## src/rtl/imem_boot_loader.sv

```systemverilog
// Byte-stream instruction image loader: frames a host byte stream into words, writes them
// to instruction memory and releases the CPU reset once the frame checksum is verified.
module imem_boot_loader #(
    parameter logic [31:0] TEXT_BASE = 32'h0000_3000,
    parameter int          MAX_WORDS = 1024,
    parameter int          CNT_W     = 16
) (
    input  logic             clk,
    input  logic             rst,
    input  logic [7:0]       in_data,
    input  logic             in_valid,
    output logic             in_ready,
    input  logic             reload,
    output logic             imem_we,
    output logic [31:0]      imem_addr,
    output logic [31:0]      imem_wdata,
    output logic             cpu_rst,
    output logic             done,
    output logic             err,
    output logic [CNT_W-1:0] words_loaded
);

    typedef enum logic [2:0] {
        S_CNT_HI,
        S_CNT_LO,
        S_DATA,
        S_CHK,
        S_DONE,
        S_ERR
    } state_t;

    localparam logic [16:0] MAX_CNT = 17'(MAX_WORDS);

    state_t      state;
    state_t      state_next;
    logic [15:0] cnt;
    logic [15:0] cnt_full;
    logic [23:0] shift;
    logic [1:0]  byte_idx;
    logic [7:0]  chk;
    logic        accept;
    logic        word_done;
    logic        last_word;
    logic        rearm;

    assign accept    = in_valid && in_ready;
    assign cnt_full  = {cnt[15:8], in_data};
    assign word_done = (state == S_DATA) && in_valid && (byte_idx == 2'd3);
    // The final word retires the frame on the same edge its write is launched.
    assign last_word = word_done && ((32'(words_loaded) + 32'd1) == 32'(cnt));
    assign rearm     = reload && ((state == S_DONE) || (state == S_ERR));

    always_comb begin
        // NOTE: every combinational output gets a default first so no path infers a latch.
        state_next = state;
        in_ready   = 1'b0;
        done       = 1'b0;
        err        = 1'b0;
        cpu_rst    = 1'b1;
        case (state)
            S_CNT_HI: begin
                in_ready = 1'b1;
                if (in_valid) state_next = S_CNT_LO;
            end
            S_CNT_LO: begin
                in_ready = 1'b1;
                if (in_valid) begin
                    if ({1'b0, cnt_full} > MAX_CNT) state_next = S_ERR;
                    else if (cnt_full == 16'd0)     state_next = S_CHK;
                    else                            state_next = S_DATA;
                end
            end
            S_DATA: begin
                in_ready = 1'b1;
                if (last_word) state_next = S_CHK;
            end
            S_CHK: begin
                in_ready = 1'b1;
                if (in_valid) state_next = (in_data == chk) ? S_DONE : S_ERR;
            end
            S_DONE: begin
                done    = 1'b1;
                cpu_rst = 1'b0;
                if (reload) state_next = S_CNT_HI;
            end
            S_ERR: begin
                err = 1'b1;
                if (reload) state_next = S_CNT_HI;
            end
            default: state_next = S_CNT_HI;
        endcase
    end

    always_ff @(posedge clk) begin
        // NOTE: sequential state uses non-blocking assignments so every register sees pre-edge values.
        if (rst) state <= S_CNT_HI;
        else     state <= state_next;
    end

    always_ff @(posedge clk) begin
        if (rst) begin
            imem_we      <= 1'b0;
            imem_addr    <= TEXT_BASE;
            imem_wdata   <= 32'd0;
            words_loaded <= '0;
            cnt          <= 16'd0;
            shift        <= 24'd0;
            byte_idx     <= 2'd0;
            chk          <= 8'd0;
        end else begin
            imem_we <= 1'b0;
            if (rearm) begin
                words_loaded <= '0;
                chk          <= 8'd0;
                byte_idx     <= 2'd0;
            end
            if (accept) begin
                case (state)
                    S_CNT_HI: begin
                        cnt[15:8] <= in_data;
                        chk       <= chk ^ in_data;
                    end
                    S_CNT_LO: begin
                        cnt[7:0] <= in_data;
                        chk      <= chk ^ in_data;
                        byte_idx <= 2'd0;
                    end
                    S_DATA: begin
                        shift    <= {shift[15:0], in_data};
                        chk      <= chk ^ in_data;
                        byte_idx <= byte_idx + 2'd1;
                        if (byte_idx == 2'd3) begin
                            imem_we      <= 1'b1;
                            imem_addr    <= TEXT_BASE + 32'({words_loaded, 2'b00});
                            imem_wdata   <= {shift, in_data};
                            words_loaded <= words_loaded + CNT_W'(1);
                        end
                    end
                    default: ;
                endcase
            end
        end
    end

endmodule

```

## config.mk

```make
export PLATFORM = sky130hd
export DESIGN_NAME = imem_boot_loader
export DESIGN_NICKNAME = d
export VERILOG_FILES = /design/src/rtl/imem_boot_loader.sv
export SDC_FILE = /design/constraint.sdc
export NUM_CORES = 1
export LEC_CHECK = 0
export CORE_ASPECT_RATIO = 1.25
export CORE_MARGIN = 3
export CORE_UTILIZATION = 30
export DETAILED_ROUTE_END_ITERATION = 10
export PLACE_DENSITY = 0.48
export REMOVE_ABC_BUFFERS = 1
export SYNTH_ARGS = -nofsm -noshare
export SYNTH_HDL_FRONTEND = slang
export SYNTH_SLANG_ARGS = --single-unit
```

## constraint.sdc

```tcl
create_clock -name clk -period 2.5 [get_ports clk]
set_clock_uncertainty 0.05 [all_clocks]
set_input_delay 0.5 -clock clk [delete_from_list [all_inputs] [get_ports clk]]
set_output_delay 0.5 -clock clk [all_outputs]
set_load 0.01 [all_outputs]
```

# After elaboration in Yosys (flattened, before gate mapping)
# Index checks and enable logic that the tools add are counted.
[word_totals]
register_bits = 134
latchBits = 0
ram_bits = 0
romBits = 0
out_inout_bits = 85
mem_count = 0
[classes]
add_sub_neg = 4
mul = 0
div_mod_pow = 0
order_cmp = 1
eq_ne = 13
n_shift = 0
muxes = 24
bitwise_logic = 3
n_reduce_logical = 17
[op_table]
columns = ["cell", "n"]
rows = [
  ["two-way mux 16 bit", 4],
  ["two-way mux 8 bit", 3],
  ["adder 14 x 18 -> 19 bit, first input constant", 1],
  ["two-way mux 3 bit", 6],
  ["adder 16 x 1 -> 17 bit, second input constant", 1],
  ["== test 17 x 16 -> 1 bit", 1],
  ["adder 16 x 1 -> 16 bit, second input constant", 1],
  ["> comparator 16 x 11 -> 1 bit, second input constant", 1],
  ["zero test 16 bit", 1],
  ["one-hot mux 3 bit (5 select lines)", 1],
  ["== test 8 bit", 1],
  ["!= test 2 bit, second input constant", 4],
  ["XOR 8 bit", 1],
  ["two-way mux 1 bit", 7],
  ["== test 3 x 2 -> 1 bit, second input constant", 2],
  ["== test 3 bit, second input constant", 2],
  ["AND reduction 2 bit", 3],
  ["OR reduction 3 bit", 2],
  ["logical AND 1 bit", 5],
  ["AND reduction 5 bit", 1],
  ["two-way mux 2 bit", 2],
  ["one-hot mux 2 bit (2 select lines)", 1],
  ["OR reduction 4 bit", 1],
  ["== test 3 x 1 -> 1 bit, second input constant", 1],
  ["8 further kinds", 9],
]

# Depth between registers and ports, before layout
[depth]
ltp_word = 7
mapped_depth = 10
depth_no_buf = 8

# Worst setup path before layout
# No wires, ideal clock.
[synth_path]
kind = "flip-flop to flip-flop"
from = "reg words_loaded[1]"
to = "reg state[1]"
setup_ps = 116
t_arrival_ps = 2175
required_time_ps = 2334
slack_ps = 159
path_stages_with_launch = 10
period_less_slack_ps = 2341
cell_sequence = "dfxtp_1 > ha_1 > and3_1 > buf_2 > nand4_2 > nor3_1 > nor4_1 > a2111oi_2 > a21oi_2 > a31o_1"
[synth_between]
elab_chain_len = 5
[synth_lines]
columns = ["element", "line_no", "rtl"]
rows = [
  ["from (decl)", "20", "output logic [CNT_W-1:0] words_loaded"],
  ["from (signal assigned)", "136", "words_loaded <= words_loaded + CNT_W'(1);"],
  ["adder 16 x 1 -> 17 bit", "50", "assign last_word = word_done && ((32'(words_loaded) + 32'd1) == 32'(cnt));"],
  ["== test 17 x 16 -> 1 bit", "50", ""],
  ["logical AND 1 bit", "50", ""],
  ["!= test 2 bit (no source line)", "n/a", ""],
  ["AND reduction 5 bit (no source line)", "n/a", ""],
  ["to (signal assigned)", "97", "else state <= state_next;"],
  ["to (decl)", "34", "state_t state;"],
]
# Every way passes these cells.
# A chain may end at the register's enable or synchronous reset.

# Worst setup path in the final report
[layout_path]
from = "reg state[2]"
to = "out done"
[layout_between]
elab_chain_len = 2
[layout_lines]
columns = ["element", "line_no", "rtl"]
rows = [
  ["== test 3 bit", "60", "case (state)"],
  ["two-way mux 1 bit", "60", ""],
  ["to (decl)", "18", "output logic done,"],
]
# Every way passes these cells.

==> key figures <==
Status
  – Outcome: completed

Global routing
  – Total gr overflow: 0
  – First-pass GRT wire length: 26030 microns
  – Gr busiest metal: met2
  – Grt met2 use: 27.25%
  – Vias in the first global route: 5010
  – Largest net degree at the start of global routing: 69
  – Global routing met3 resource utilization: 3.448%
  – Antenna violations before repair: 0
  – M1 GR Usage: 20.80%
  – Total GRT Usage: 16.13%

Logic synthesis
  – Prevailing post-synth register cell: dfxtp_1
  – Largest family of logic cells by synthesized area: simple AND/OR/NAND/NOR gates
  – Mean Syn Cell Area: 7.631 sq um
  – Unique cell type count in the Yosys netlist: 61
  – Synth area leader: dfxtp_1
  – Seq cells post-synth: 119
  – Mux cell area share after synthesis: 0.3893%
  – Compound-Gate Fraction of Synth Area: 19.12%
  – Post-Syn Area: 5464 sq um
  – Simple-Gate Fraction of Synth Area: 24.89%
  – Synth top area share: 43.60%
  – Syn Inst Count: 716
  – Seq/Total Area, Yosys: 43.60%
  – Commonest cells post-synth: 196 x nand2_1, 119 x dfxtp_1, 101 x a21oi_1
  – Synth Area in XOR/XNOR: 3.847%
  – Synth async-reset ratio: 0%
  – Post-Synth Adder-Cell Area: 0.9160%
  – Synth area leaders: dfxtp_1 44%, nand2_1 13%, a21oi_1 9.3%, nor2_1 2.7%, buf_4 2.6%
  – YS warnings: 0
  – Number of enable-type register cells in the synthesized netlist: 0
  – Count leader, synth: nand2_1

Route
  – Starting DRT DRC Count: 417
  – Drt pass-1 iters: 4
  – Total number of vias: 5151
  – Post-DRT Antenna Nets: 0
  – WL/cell: 15.06 microns
  – # DRC: 0
  – Final WL: 15850 microns
  – DR vias/cell: 4.892

CTS
  – CTS buffer count: 17
  – CTS H-Tree Depth: 4
  – CTS Hold Bufs: 0
  – Worst skew pair latency: 410 ps
  – Setup bufs post-CTS: 0
  – Post_cts resized: 0
  – CTS sink count: 119
  – Clk root buf: clkbuf_16
  – CTS tree: done
  – Clock Path Buffers: 2
  – Clk slew on worst S/H paths: 60 ps

Cells and area
  – Area of all placed cells without fillers: 7251 sq um
  – Final #Nets: 832
  – Antenna Cells: 0
  – Share of layout cells above drive strength 1: 12.79%
  – P&R area growth vs syn: 32.70%

Die
  – Initial Utilization: 30.98%
  – Io pins: 97
  – Die Y: 156.9 microns
  – Core box area: 17630 sq um
  – DIE AREA: 19880 sq um
  – Num rows: 54
  – DIE WIDTH: 126.7 microns

Pwr
  – PD cells: 665.3 nW/um^2
  – Static Leak: 2.601 nW
  – Power Total: 4.824 mW
  – Worst VDD drop: 0.4633 mV

Timing
  – Max_slew headroom: 53.32%
  – RSZ-0062 raised after global routing: yes
  – Max frequency: 419.4 MHz
  – Final Hold Fails: 0
  – Worst-Margin Slew: 700.3 ps
  – Final period utilization: 95.38%
  – Worst hold slack: 400.7 ps
  – # setup viols final: 0
  – Max-slew violations: 0
  – Minimum clock period: 2384 ps

Worst hold path
  – Worst Hold Class: flop to flop
  – Hold path startpoint: imem_addr[4]
  – WHS Path Cells: 2
  – Worst hold path endpoint: imem_addr[4]

Setup path
  – Reg2Reg Depth: 8
  – Worst-path cell chain: nand2b_1 -> or2_2 -> inv_1 -> clkdlybuf4s50_1
  – Worst reg2reg startpoint: words_loaded[0]
  – Reg2reg end: state[1]
  – Startpoint Class: flop
  – Slowest-stage cell, CP: clkdlybuf4s50_1
  – Crit path arrival time: 1830 ps
  – FF-to-FF setup slack: 160 ps
  – CP Class: flop to output pin
  – Crit end category: output pin
  – CP required: 1950 ps
  – Worst-path fanout max: 6
  – CP max stage delay: 520 ps

Placement
  – Post-DP HPWL: 11200 microns
  – DP Area: 6684 sq um
  – RePlAce Congestion: 0.8481
  – IO Port Bufs: 81

Run
  – Max-Cap Viols: 0
-- report_power, final --
part           internal, mW  switching [mW]  leakage [nW]  total [mW]
combinational         0.205           0.319          1.37       0.524
clock                  1.32           0.962         0.265        2.28
sequential             1.96          0.0645         0.964        2.02
total                  3.48            1.35          2.60        4.82
-- how the worst max path moves through the flow --
stage / start / to / slack, ps
final: state[2] / done / 120
after global routing: state[2] / err / -2
after CTS: words_loaded[0] / state[1] / 40
after detailed placement: in_valid / state[1] / -70
after global placement: in_valid / words_loaded[6] / -50
after floorplan: state[1] / state[1] / -960
-- routing by layer --
| metal | up-vias | wire length, microns | part of all wire (%) |
|---|---|---|---|
| met5 | - | 0 | 0 |
| met4 | 0 | 214 | 1.3 |
| met3 | 13 | 666 | 4.2 |
| met2 | 111 | 7722 | 49 |
| met1 | 2423 | 7250 | 46 |
| li1 | 2604 | - | - |
-- worst max-delay path: cells and delay by family, from the launching register on --
family	cells	cell delay, ps
buffers and inverters	2	580
flip-flops	1	430
AND/OR/NAND/NOR	2	420
-- metrics by stage --
stage	TNS [ps]	setup slack, ps	util [%]	instances
floorplan	-17700	-963.3	-	663
CTS	0	42.38	41.05	1053
global route	-2.250	-2.250	41.12	1053
global placement	-80.12	-47.29	37.90	1021
detailed placement	-152.5	-70.33	37.90	1021
finish	0	115.6	41.12	1053
-- cells by family after synthesis --
family,Yosys count
DFF,119
and+or+nand+nor,305
muxes,2
AOI/OAI and AO/OA,179
adders and majority gates,4
xor gates and xnor gates,24
other,1
buffers and inverters,82
-- layout make-up --
cell class,instances,area (sq um)
fill,1822,10380
multi-input combinational,529,2753
sequential,119,2389
timing repair buffer,134,1219
clock buffer,18,439.2
tap,224,280.3
clock inverter,14,115.1
inverter,15,56.30
-- registers in the layout (all words and copies together), names as in the netlist --
register,flops
cnt,16
imem_addr,17
words_loaded,16
byte_idx,2
shift,24
chk,8
imem_we,1
state,3
imem_wdata,32
-- cell usage in the layout, fill, tap and decap left out, drive strengths merged, types with 11 or more instances in the layout --
master | synthesis | routed
xor2 | 11 | 11
clkbuf | 39 | 18
o21ai | 31 | 31
xnor2 | 13 | 13
nor2 | 39 | 39
buf | 28 | 54
dfxtp | 119 | 119
nand3 | 12 | 12
nand2 | 196 | 196
inv | 14 | 21
a21oi | 102 | 102
conb | 1 | 15
clkdlybuf4s50 | 0 | 80
Power figures use the tool's default switching activity.
